--- config.mk ---
export PLATFORM = sky130hd
export DESIGN_NAME = ws2812b_frame_sched
export DESIGN_NICKNAME = d
export VERILOG_FILES = /design/src/rtl/ws2812b_pkg.sv /design/src/rtl/ws2812b_px_scale.sv /design/src/rtl/ws2812b_frame_sched.sv
export SDC_FILE = /design/constraint.sdc
export NUM_CORES = 1
export LEC_CHECK = 0
export CORE_MARGIN = 8
export CORE_UTILIZATION = 40
export CTS_BUF_LIST = sky130_fd_sc_hd__clkbuf_16
export CTS_CLUSTER_SIZE = 24
export DETAILED_ROUTE_END_ITERATION = 7
export GPL_ROUTABILITY_DRIVEN = 0
export SLEW_MARGIN = 20
export SYNTH_ARGS = -nofsm -noshare
export SYNTH_HDL_FRONTEND = slang
export SYNTH_SLANG_ARGS = --single-unit
--- constraint.sdc ---
create_clock -name clk20_i -period 9.1 [get_ports clk20_i]
set_input_delay 0.91 -clock clk20_i [delete_from_list [all_inputs] [get_ports clk20_i]]
set_output_delay 0.91 -clock clk20_i [all_outputs]
set_load 0.02 [all_outputs]
--- src/rtl/ws2812b_pkg.sv ---
// ws2812b_pkg: shared types and constants for the WS2812B frame scheduler.
//   state_e      - scheduler FSM states
//   COLOR_W/CH_W - pixel and channel widths
//   RGB_*/GRB_*  - channel slot indices (slot 2 is the most significant byte)
//   get_ch       - extracts one channel byte from a packed pixel
package ws2812b_pkg;

   localparam int unsigned COLOR_W = 24;
   localparam int unsigned CH_W    = 8;

   // Framebuffer order {R,G,B}
   localparam int unsigned RGB_R = 2;
   localparam int unsigned RGB_G = 1;
   localparam int unsigned RGB_B = 0;

   // Driver order {G,R,B}
   localparam int unsigned GRB_G = 2;
   localparam int unsigned GRB_R = 1;
   localparam int unsigned GRB_B = 0;

   typedef enum logic [1:0] {
      StIdle,
      StFetch,
      StWait,
      StOffer
   } state_e;

   function automatic logic [CH_W-1:0] get_ch(input logic [COLOR_W-1:0] c,
                                              input int unsigned        slot);
      return c[slot*CH_W +: CH_W];
   endfunction

endpackage

--- src/rtl/ws2812b_px_scale.sv ---
// ws2812b_px_scale: combinational brightness scaling and RGB->GRB reorder.
//   rgb_i - framebuffer pixel {R,G,B}
//   bri_i - global brightness, 0..255
//   grb_o - scaled pixel {G',R',B'}, each channel (c * (bri + 1)) >> 8
module ws2812b_px_scale
   import ws2812b_pkg::*;
(
   input  logic [COLOR_W-1:0] rgb_i,
   input  logic [CH_W-1:0]    bri_i,
   output logic [COLOR_W-1:0] grb_o
);

   // bri + 1 makes 255 an exact pass-through while 0 still blanks the pixel.
   logic [8:0] scale;
   assign scale = {1'b0, bri_i} + 9'd1;

   function automatic logic [CH_W-1:0] mul(input logic [CH_W-1:0] c, input logic [8:0] s);
      logic [16:0] p;
      p = 17'(c) * 17'(s);
      return CH_W'(p >> 8);
   endfunction

   always_comb begin
      grb_o = '0;
      grb_o[GRB_G*CH_W +: CH_W] = mul(get_ch(rgb_i, RGB_G), scale);
      grb_o[GRB_R*CH_W +: CH_W] = mul(get_ch(rgb_i, RGB_R), scale);
      grb_o[GRB_B*CH_W +: CH_W] = mul(get_ch(rgb_i, RGB_B), scale);
   end

endmodule

--- src/rtl/ws2812b_frame_sched.sv ---
// ws2812b_frame_sched: walks a synchronous-read RGB framebuffer and feeds scaled GRB pixels
// to the WS2812B serial driver, on a start request or a periodic refresh tick.
//   clk20_i, reset_i      - clock and asynchronous active-high reset
//   start_i, auto_en_i    - frame request / enable for periodic refresh requests
//   brightness_i          - global scale, captured at frame start
//   busy_o, frame_done_o  - frame in progress / one-cycle end-of-frame pulse
//   fb_addr_o, fb_rd_o    - framebuffer read port, data on fb_rdata_i one cycle later
//   px_data_o, px_valid_o, px_latch_o, px_ready_i - driver handshake
module ws2812b_frame_sched
   import ws2812b_pkg::*;
#(
   parameter int unsigned NUM_LEDS       = 64,
   parameter int unsigned ADDR_W         = 6,
   parameter int unsigned REFRESH_CYCLES = 333333
) (
   input  logic               clk20_i,
   input  logic               reset_i,
   input  logic               start_i,
   input  logic               auto_en_i,
   input  logic [CH_W-1:0]    brightness_i,
   output logic               busy_o,
   output logic               frame_done_o,
   output logic [ADDR_W-1:0]  fb_addr_o,
   output logic               fb_rd_o,
   input  logic [COLOR_W-1:0] fb_rdata_i,
   output logic [COLOR_W-1:0] px_data_o,
   output logic               px_valid_o,
   output logic               px_latch_o,
   input  logic               px_ready_i
);

   localparam int unsigned      CNT_W    = $clog2(REFRESH_CYCLES);
   localparam logic [CNT_W-1:0] CNT_LAST = CNT_W'(REFRESH_CYCLES - 1);
   localparam logic [ADDR_W-1:0] IDX_LAST = ADDR_W'(NUM_LEDS - 1);

   state_e               state_q, state_d;
   logic [ADDR_W-1:0]    idx_q, idx_d;
   logic [CNT_W-1:0]     cnt_q, cnt_d;
   logic                 pending_q, pending_d;
   logic [CH_W-1:0]      bri_q, bri_d;
   logic [COLOR_W-1:0]   px_data_q, px_data_d;
   logic                 px_latch_q, px_latch_d;
   logic                 frame_done_q, frame_done_d;

   logic                 tick;
   logic                 req;
   logic                 handshake;
   logic                 last_px;
   logic [COLOR_W-1:0]   scaled;

   ws2812b_px_scale u_px_scale (
      .rgb_i (fb_rdata_i),
      .bri_i (bri_q),
      .grb_o (scaled)
   );

   assign tick      = (cnt_q == CNT_LAST);
   // A new request is seen in the same cycle it arrives so IDLE can leave on that edge.
   assign req       = pending_q | start_i | (tick & auto_en_i);
   assign handshake = (state_q == StOffer) & px_ready_i;
   assign last_px   = (idx_q == IDX_LAST);

   // State register
   always_ff @(posedge clk20_i or posedge reset_i) begin
      if (reset_i) begin
         state_q <= StIdle;
      end else begin
         state_q <= state_d;
      end
   end

   // Next-state logic
   always_comb begin
      state_d = state_q;
      unique case (state_q)
         StIdle:  if (req) state_d = StFetch;
         StFetch: state_d = StWait;
         StWait:  state_d = StOffer;
         StOffer: if (handshake) state_d = last_px ? StIdle : StFetch;
         default: state_d = StIdle;
      endcase
   end

   // FSM outputs
   always_comb begin
      busy_o       = (state_q != StIdle);
      fb_rd_o      = (state_q == StFetch);
      px_valid_o   = (state_q == StOffer);
      fb_addr_o    = idx_q;
      px_data_o    = px_data_q;
      px_latch_o   = px_latch_q;
      frame_done_o = frame_done_q;
   end

   // Datapath next-state
   always_comb begin
      cnt_d        = tick ? '0 : cnt_q + CNT_W'(1);
      // IDLE either consumes the request or has none to hold; elsewhere requests accumulate.
      pending_d    = (state_q == StIdle) ? 1'b0 : req;
      idx_d        = idx_q;
      bri_d        = bri_q;
      px_data_d    = px_data_q;
      px_latch_d   = px_latch_q;
      frame_done_d = handshake & last_px;

      if ((state_q == StIdle) && req) begin
         idx_d = '0;
         bri_d = brightness_i;
      end
      if (state_q == StWait) begin
         px_data_d  = scaled;
         px_latch_d = last_px;
      end
      if (handshake) begin
         px_latch_d = 1'b0;
         if (!last_px) idx_d = idx_q + ADDR_W'(1);
      end
   end

   always_ff @(posedge clk20_i or posedge reset_i) begin
      if (reset_i) begin
         cnt_q        <= '0;
         pending_q    <= 1'b0;
         idx_q        <= '0;
         bri_q        <= '0;
         px_data_q    <= '0;
         px_latch_q   <= 1'b0;
         frame_done_q <= 1'b0;
      end else begin
         cnt_q        <= cnt_d;
         pending_q    <= pending_d;
         idx_q        <= idx_d;
         bri_q        <= bri_d;
         px_data_q    <= px_data_d;
         px_latch_q   <= px_latch_d;
         frame_done_q <= frame_done_d;
      end
   end

endmodule

## Word-level counts from Yosys, hierarchy flattened

Cells that the tools add are included.

- Register bits after elaboration: 62
- Input port bits: 37
- Output and inout port bits: 35
- Word-level logic and storage cells: 42

- $add $sub $neg: 3
- Multipliers: 3
- Equality and inequality tests: 7
- Multiplexer cells: 11
- Bitwise operators: 5
- Reduce and logical (&&, ||, !) cells: 5

Operator list:

| cell | count |
|---|---|
| multiplier 8 x 9 -> 16 bit | 3 |
| adder 19 x 1 -> 19 bit (second input constant) | 1 |
| equality test 19 bit (second input constant) | 1 |
| 2-to-1 mux 19 bit | 1 |
| 2-to-1 mux 6 bit | 3 |
| adder 8 x 1 -> 9 bit (second input constant) | 1 |
| case mux 2 bit (4 select lines) | 1 |
| adder 6 x 1 -> 6 bit (second input constant) | 1 |
| equality test 6 bit (second input constant) | 1 |
| equality test 2 bit (second input constant) | 2 |
| 2-to-1 mux 1 bit | 4 |
| 2-to-1 mux 2 bit | 2 |
| nonzero test 2 bit | 2 |
| AND 1 bit | 3 |
| equality test 2 x 1 -> 1 bit (second input constant) | 1 |
| zero test 2 bit | 1 |
| != test 2 x 1 -> 1 bit (second input constant) | 1 |
| != test 2 bit (second input constant) | 1 |
| bitwise OR 1 bit | 2 |
| AND reduction 2 bit | 1 |
| logical AND 1 bit | 1 |

## Longest topological paths before layout

Gate-level depths: netlist of the first run.

- Word-level depth: 7
- Mapped depth: 19
- Mapped depth without buffers: 18

## Hierarchy

A second synthesis of the first run with hierarchy kept.

- Cells, all modules: 958
- Area total of the unflattened synthesis: 9202.6 um^2

By module, submodules not included:

| module | instances | cells each | area each (um^2) | seq. area each (um^2) |
|---|---|---|---|---|
| ws2812b_px_scale | 1 | 737 | 6437.4 | 0.0 |
| ws2812b_frame_sched | 1 | 221 | 2765.2 | 1551.5 |

## Worst setup path after synthesis of the first run

OpenSTA, ideal clock, no wires.

- Path type: register to register
- Start: register bri_q[3]
- End: register px_data_q[6], in the netlist px_data_o[6]
- Setup time: 0.125 ns
- Arrival time: 5.057 ns
- Required time: 8.975 ns
- Slack: 3.918 ns
- Stages on the path, launching flop included: 20
- Path buffers: 1
- Clock period less this slack: 5.182 ns
- Cells stage by stage: dfrtp_1 -> nand3_1 -> nor2_1 -> and3_1 -> xor2_1 -> clkbuf_1 -> and2_1 -> fa_1 -> fa_1 -> fa_1 -> inv_1 -> fa_1 -> inv_1 -> ha_1 -> and2_1 -> and3_1 -> a32oi_1 -> o221ai_1 -> xor2_1 -> mux2_2

- Cells in the longest elaborated chain, start to end: 2

RTL lines:

| item | line | text |
|---|---|---|
| start, declared | ws2812b_frame_sched.sv:40 | `logic [CH_W-1:0] bri_q, bri_d;` |
| start signal, assigned | ws2812b_frame_sched.sv:133 | `bri_q <= bri_d;` |
| adder 8 x 1 -> 9 bit | ws2812b_px_scale.sv:15 | `assign scale = {1'b0, bri_i} + 9'd1;` |
| multiplier 8 x 9 -> 16 bit | ws2812b_px_scale.sv:19 | `p = 17'(c) * 17'(s);` |
| end signal, assigned | ws2812b_frame_sched.sv:134 | `px_data_q <= px_data_d;` |
| end, declared | ws2812b_frame_sched.sv:41 | `logic [COLOR_W-1:0] px_data_q, px_data_d;` |

Every way passes these cells.
A chain may end at the register's enable or synchronous reset.

## Worst setup path in the final report of the first run

- Start: register bri_q[0]
- End: register px_data_q[6], in the netlist px_data_o[6]

Same word-level chain as after synthesis.

==> metrics, run 1 <==
height of the chip 166.9 µm; Worst EP required slightly above 9 ns; Fin Hold WS between 0.4 and 0.5 ns; crit-path max FO 24; ranking of synthesized cells by area fa_1, dfrtp_1, ha_1; initial core utilization 0.4048; Post-synth EDFFs 0; asr flop ratio synth 1.000; area grow syn2layout 14.89%; Filler Cell Count ~2100; dominant cell by count in the synthesized netlist inv_1; core area 22500 µm²; Avg WL per Cell 14.95 µm; synthesized area around 9000 µm²; clk root buf clkbuf_16; final hold vios 0; Mapped Cells 960; CP startpoint kind register; layout cell share with drive strength beyond 1 0.06963; TritonRoute pass-1 iters 5; simple-gate share of the synthesized area 0.1965; Sum Neg Setup Slack 0 ns; post-cts hold buffer count 0; Fmax about 160 MHz; DRC violations left 0; DRT antenna net count 0; row count 55; ys flop type dfrtp_1; H-tree depth 3; synth warn 0; Via Count between 6000 and 7000; Final setup viols 0; main combinational cell family by area after synthesis adder cells; Synth Area in Adders 0.4079; Synth Area in XOR/XNOR 0.05672; largest net degree at the start of global routing 63; Mapped Avg Cell Area 9.490 µm²; Critical Path AT 6.55 ns; initial antenna violation count 0; clk buf depth 2; Vias/cell 4.926; DRT Wirelength 19720 µm; GRT overflow 0; WS Path Type reg2reg; Resized Gates After CTS 0; die width 166.9 µm; Clock transition at path regs 0.07 ns; diodes inserted 0; post-synth top area cell fa_1; max-cap violations 0; Post-Syn Nets 1222; post-synth top area share 0.2637; IO buf count 71; Seq/Total Area, Yosys 0.1703; Worst Skew 0.01621 ns; max-slew violation count 0; die area 27860 µm²; I/O pin total 72; vias in the first global route just under 7000; Worst-Skew Late Latency around 0.35 ns; dpl hpwl 15600 µm; Post-synth top cells inv_1, and2_1, fa_1; Num CTS Buffers 9; mux contribution to synthesized area 0.03461; NumNets Final 1291; first-pass GRT wire length 34650 µm; fin util 0.4651; RSZ-0062 raised after global routing false; post-synthesis register bit count 62; slew at the pin closest to its max-slew limit slightly below 0.9 ns; post-synth cell types 55; Synth Area in Compound Gates 0.05631; run status finished, final reports clean; Iter 0 DRT Violations 313; minimum clock period about 6.3 ns; Hold WC Path Type reg2reg; CTS tree built; slew margin rel. 0.4208; CP Capture Type register; Sink Count 62; final period utilization 0.6946; total track usage 0.1511; setup repair bufs after CTS 0
==> state kept, by name (all words and copies together), names as in the netlist <==
signal        cells
px_data_o        24
cnt_q            19
bri_q             8
fb_addr_o         6
state_q           2
frame_done_o      1
pending_q         1
px_latch_o        1
==> final cells by class <==
| cell class | count | area, µm² | area share |
|---|---|---|---|
| inverter | 166 | 623.1 | 0.05953 |
| tap | 285 | 356.6 | 0.03407 |
| clock inverter | 7 | 80.08 | 0.007651 |
| multi-input combinational | 710 | 6852 | 0.6546 |
| timing repair buffer | 80 | 778.2 | 0.07436 |
| sequential | 62 | 1551 | 0.1482 |
| clock buffer | 9 | 225.2 | 0.02152 |
==> worst paths after layout <==
path,start,depth (start not counted),slack [ns],end
max reg2reg,bri_q[0],19,2.78,px_data_o[6]
min reg2reg,px_data_o[8],2,0.50,px_data_o[8]
min,px_data_o[8],2,0.50,px_data_o[8]
max in group asynchronous,reset_i,3,7.40,bri_q[0]
max,bri_q[0],19,2.78,px_data_o[6]
min in group asynchronous,reset_i,3,1.15,px_data_o[1]
==> logic make-up (layout without fill, tap and decap cells) <==
group / Yosys count / count (layout)
compound gates: 70 / 70
xor+xnor: 59 / 59
fa+ha+maj: 225 / 225
buf+inv: 188 / 262
flops: 62 / 62
mux: 28 / 28
simple gates: 328 / 328
==> placed cells by master, fill, tap and decap left out, types with 28 or more instances in the layout <==
master             n
and2_1           135
clkdlybuf4s50_1   71
dfrtp_1           62
fa_1             120
ha_1             105
inv_1            165
mux2_2            28
nand2_1           72
nor2_1            38
xnor2_1           36
==> routing by layer <==
| metal | up-vias | track usage | share of wire |
|---|---|---|---|
| li1 | 3149 | - | - |
| met1 | 3210 | 0.2058 | 0.49 |
| met2 | 126 | 0.2412 | 0.45 |
| met3 | 13 | 0.03026 | 0.046 |
| met4 | 0 | 0.03917 | 0.012 |
| met5 | - | 0 | 0 |
==> stage by stage <==
stage | worst slack, ns | area [µm²] | cells
floorplan | 3.918 | 9110 | 960
global route | 2.290 | 10470 | 1319
global placement | 2.842 | 10160 | 1303
detailed placement | 2.721 | 10160 | 1303
finish | 2.779 | 10470 | 1319
CTS | 2.714 | 10470 | 1319
==> worst max-delay path, stage by stage (launching register included) <==
cell and delay, ns:
dfrtp_1 0.84, ha_1 0.33, nand2_1 0.11, nor2_1 0.12, xor2_1 0.54, buf_4 0.32, and2_1 0.17, fa_1 0.43
fa_1 0.48, fa_1 0.54, inv_1 0.05, fa_1 0.53, inv_1 0.04, ha_1 0.33, and2_1 0.19, and3_1 0.17
a32oi_1 0.32, o221ai_1 0.24, xor2_1 0.19, mux2_2 0.27
Power of run 1 is not shown: default switching activity piles up to over one toggle a cycle in this logic, so the estimate is an artifact.
==> run 2, diff against run 1 <==
==> constraint.sdc (replaced) <==
create_clock -name clk20_i -period 6.6 [get_ports clk20_i]
set_input_delay 0.66 -clock clk20_i [delete_from_list [all_inputs] [get_ports clk20_i]]
set_output_delay 0.66 -clock clk20_i [all_outputs]
set_load 0.02 [all_outputs]
==> run 2 against run 1 <==
  * Cell area is 0.59% higher
  * Via count grew 0.54%
  * Setup slack got worse by 2.0 ns
  * Critical path depth shrank 1
  * Non-clock buffer count grew 5
  * First-iteration DRC count down 3.8%
  * Die area unchanged
  * Sequential cell count did not move
  * Worst hold slack worse by 0.0068 ns
  * Utilization up 0.27 points
  * Global-route usage about the same
  * Count of clock-buffer cells in the layout unchanged
==> metrics, run 2 (synthesis gave the netlist of run 1 again) <==
Sink Count 62 (unchanged); Sum Neg Setup Slack 0 ns (unchanged); Worst R2R Start bri_q[3]; crit-path max FO 13 (-46%); RSZ-0062 raised after global routing false; slew margin rel. 0.2878 (-0.1330); Worst EP required 6.81 ns (-2.52 ns); TritonRoute pass-1 iters 6 (+1); Fmax 170.9 MHz (+8.0%); Min-Delay Path Depth 2 (unchanged); Resized Gates After CTS 0 (unchanged); area grow syn2layout 15.56%; die area 27860 µm² (unchanged); Largest register FFs 24 (unchanged); IO buf count 71 (unchanged); NumNets Final 1296 (+0.39%); CP startpoint kind register; dpl hpwl 15810 µm (+1.4%); vias in the first global route 6845 (-1.5%); Hold WC Path Type reg2reg; commonest non-fill, non-tap cell in the layout inv_1; height of the chip 166.9 µm (unchanged); Crit Reg-Reg Endpoint px_data_o[13]; Reg2Reg Depth 18 (-1); Hold EP px_data_o[8]; final hold vios 0 (unchanged); minimum clock period 5.852 ns (-0.4691 ns); die width 166.9 µm (unchanged); DRT Wirelength 19930 µm (+1.0%); max-slew violation count 0 (unchanged); clk root buf clkbuf_16; fin util 0.4678 (+0.002724); clk buf depth 2 (unchanged); DRT antenna net count 0 (unchanged); CP Capture Type register; first-pass GRT wire length 34790 µm (+0.40%); slew at the pin closest to its max-slew limit 1.065 ns (+0.1959 ns); Worst Skew 0.01225 ns (-0.003950 ns); Vias/cell 4.934 (+0.16%); layout cell share with drive strength beyond 1 0.07411 (+0.004477); Filler Cell Count 2165 (+1.5%); diodes inserted 0 (unchanged); largest net degree at the start of global routing 63 (unchanged); post-cts hold buffer count 0 (unchanged); max-cap violations 0 (unchanged); Clock transition at path regs 0.06 ns (about the same); core area 22500 µm² (unchanged); Via Count 6533 (+0.54%); hold path start px_data_o[8]; CTS tree built; Critical Path AT 6.07 ns (-0.48 ns); run status finished, final reports clean; total track usage 0.1512 (about the same); WS Path Type reg2reg; setup repair bufs after CTS 0 (unchanged); final period utilization 0.8866 (+0.1920); initial core utilization 0.4048 (unchanged); DRC violations left 0 (unchanged); initial antenna violation count 1 (+1); GRT overflow 0 (unchanged); Iter 0 DRT Violations 301 (-3.8%); worst reg-to-reg setup slack 0.75 ns (-2.03 ns); row count 55 (unchanged); Worst-Skew Late Latency 0.33 ns (-0.02 ns); leading cell types in the layout, fill and taps excluded inv_1, and2_1, fa_1, ha_1, nand2_1; Final setup viols 0 (unchanged); I/O pin total 72 (unchanged); Avg WL per Cell 15.05 µm (+0.66%); Num CTS Buffers 9 (unchanged); H-tree depth 3 (unchanged)
[run 2: changes by cell type in the layout (fill, tap and decap cells not counted)]
cell / before / now
buf_4: 9 / 14
clkinv_4: 0 / 2
bufinv_16: 1 / 2
clkinv_2: 1 / 0
clkinvlp_4: 1 / 0
inv_8: 1 / 0
[run 2: through the flow]
step | std cells | hold WS, ns | worst slack [ns] | instance area (µm²)
global route | 1324 | 0.5268 | 0.3852 | 10530
CTS | 1324 | 0.5007 | 0.7584 | 10530
finish | 1324 | 0.4902 | 0.7482 | 10530
global placement | 1308 | 0.4774 | 0.9106 | 10200
detailed placement | 1308 | 0.4812 | 0.8040 | 10200
floorplan | 960 | 0.4572 | 1.418 | 9110
[run 2: layout make-up]
type,instances,area [µm²],share of cell area
clock buffers,9,225.2,0.02139
clock inverters,7,103.9,0.009865
inverters,166,623.1,0.05919
multi-input cells,710,6852,0.6508
flip-flops and latches,62,1551,0.1474
well taps,285,356.6,0.03387
repair buffers,85,815.8,0.07749
[run 2: worst max-delay path, stage by stage, from the launching register on]
cell	delay, ns
dfrtp_1	0.42
nand3_1	0.17
nor2_1	0.19
xor2_1	0.85
buf_4	0.32
and2_1	0.16
fa_1	0.45
fa_1	0.53
fa_1	0.51
inv_1	0.05
fa_1	0.47
inv_1	0.04
ha_1	0.33
a21o_1	0.17
a21oi_1	0.26
o32ai_4	0.18
a31oi_2	0.27
xnor2_1	0.09
mux2_2	0.26
[run 2: worst max-delay path by stage]
stage	from	endpoint	slack, ns	cells past startpoint
detailed placement	bri_q[3]	px_data_o[6]	0.80	17
global placement	bri_q[0]	px_data_o[23]	0.91	18
global route	bri_q[3]	px_data_o[6]	0.39	17
CTS	bri_q[3]	px_data_o[13]	0.76	18
floorplan	bri_q[3]	px_data_o[6]	1.42	19
finish	bri_q[3]	px_data_o[13]	0.75	18
[run 2: per-layer routing]
layer | global-route usage | vias up | part of all wire | wire [µm]
met5 | 0 | - | 0.00050 | 10
met4 | 0.03604 | 2 | 0.0094 | 187
met3 | 0.02388 | 9 | 0.028 | 555
met2 | 0.2419 | 72 | 0.46 | 9199
met1 | 0.2107 | 3281 | 0.50 | 9978
li1 | - | 3169 | - | -
Power of run 2 is left out for the same reason.
==> run 3, diff against run 2 <==
--- a/config.mk
+++ b/config.mk
@@ -8,9 +8,11 @@
 export CORE_MARGIN = 8
 export CORE_UTILIZATION = 40
 export CTS_BUF_LIST = sky130_fd_sc_hd__clkbuf_16
+export CTS_CLUSTER_DIAMETER = 60
 export CTS_CLUSTER_SIZE = 24
 export DETAILED_ROUTE_END_ITERATION = 7
 export GPL_ROUTABILITY_DRIVEN = 0
+export GPL_TIMING_DRIVEN = 1
 export SLEW_MARGIN = 20
 export SYNTH_ARGS = -nofsm -noshare
 export SYNTH_HDL_FRONTEND = slang
==> results of run 3 <==
Same layout as run 2: the final DEF is identical, and so are final timing and power.
Power of run 3 is left out for the same reason.
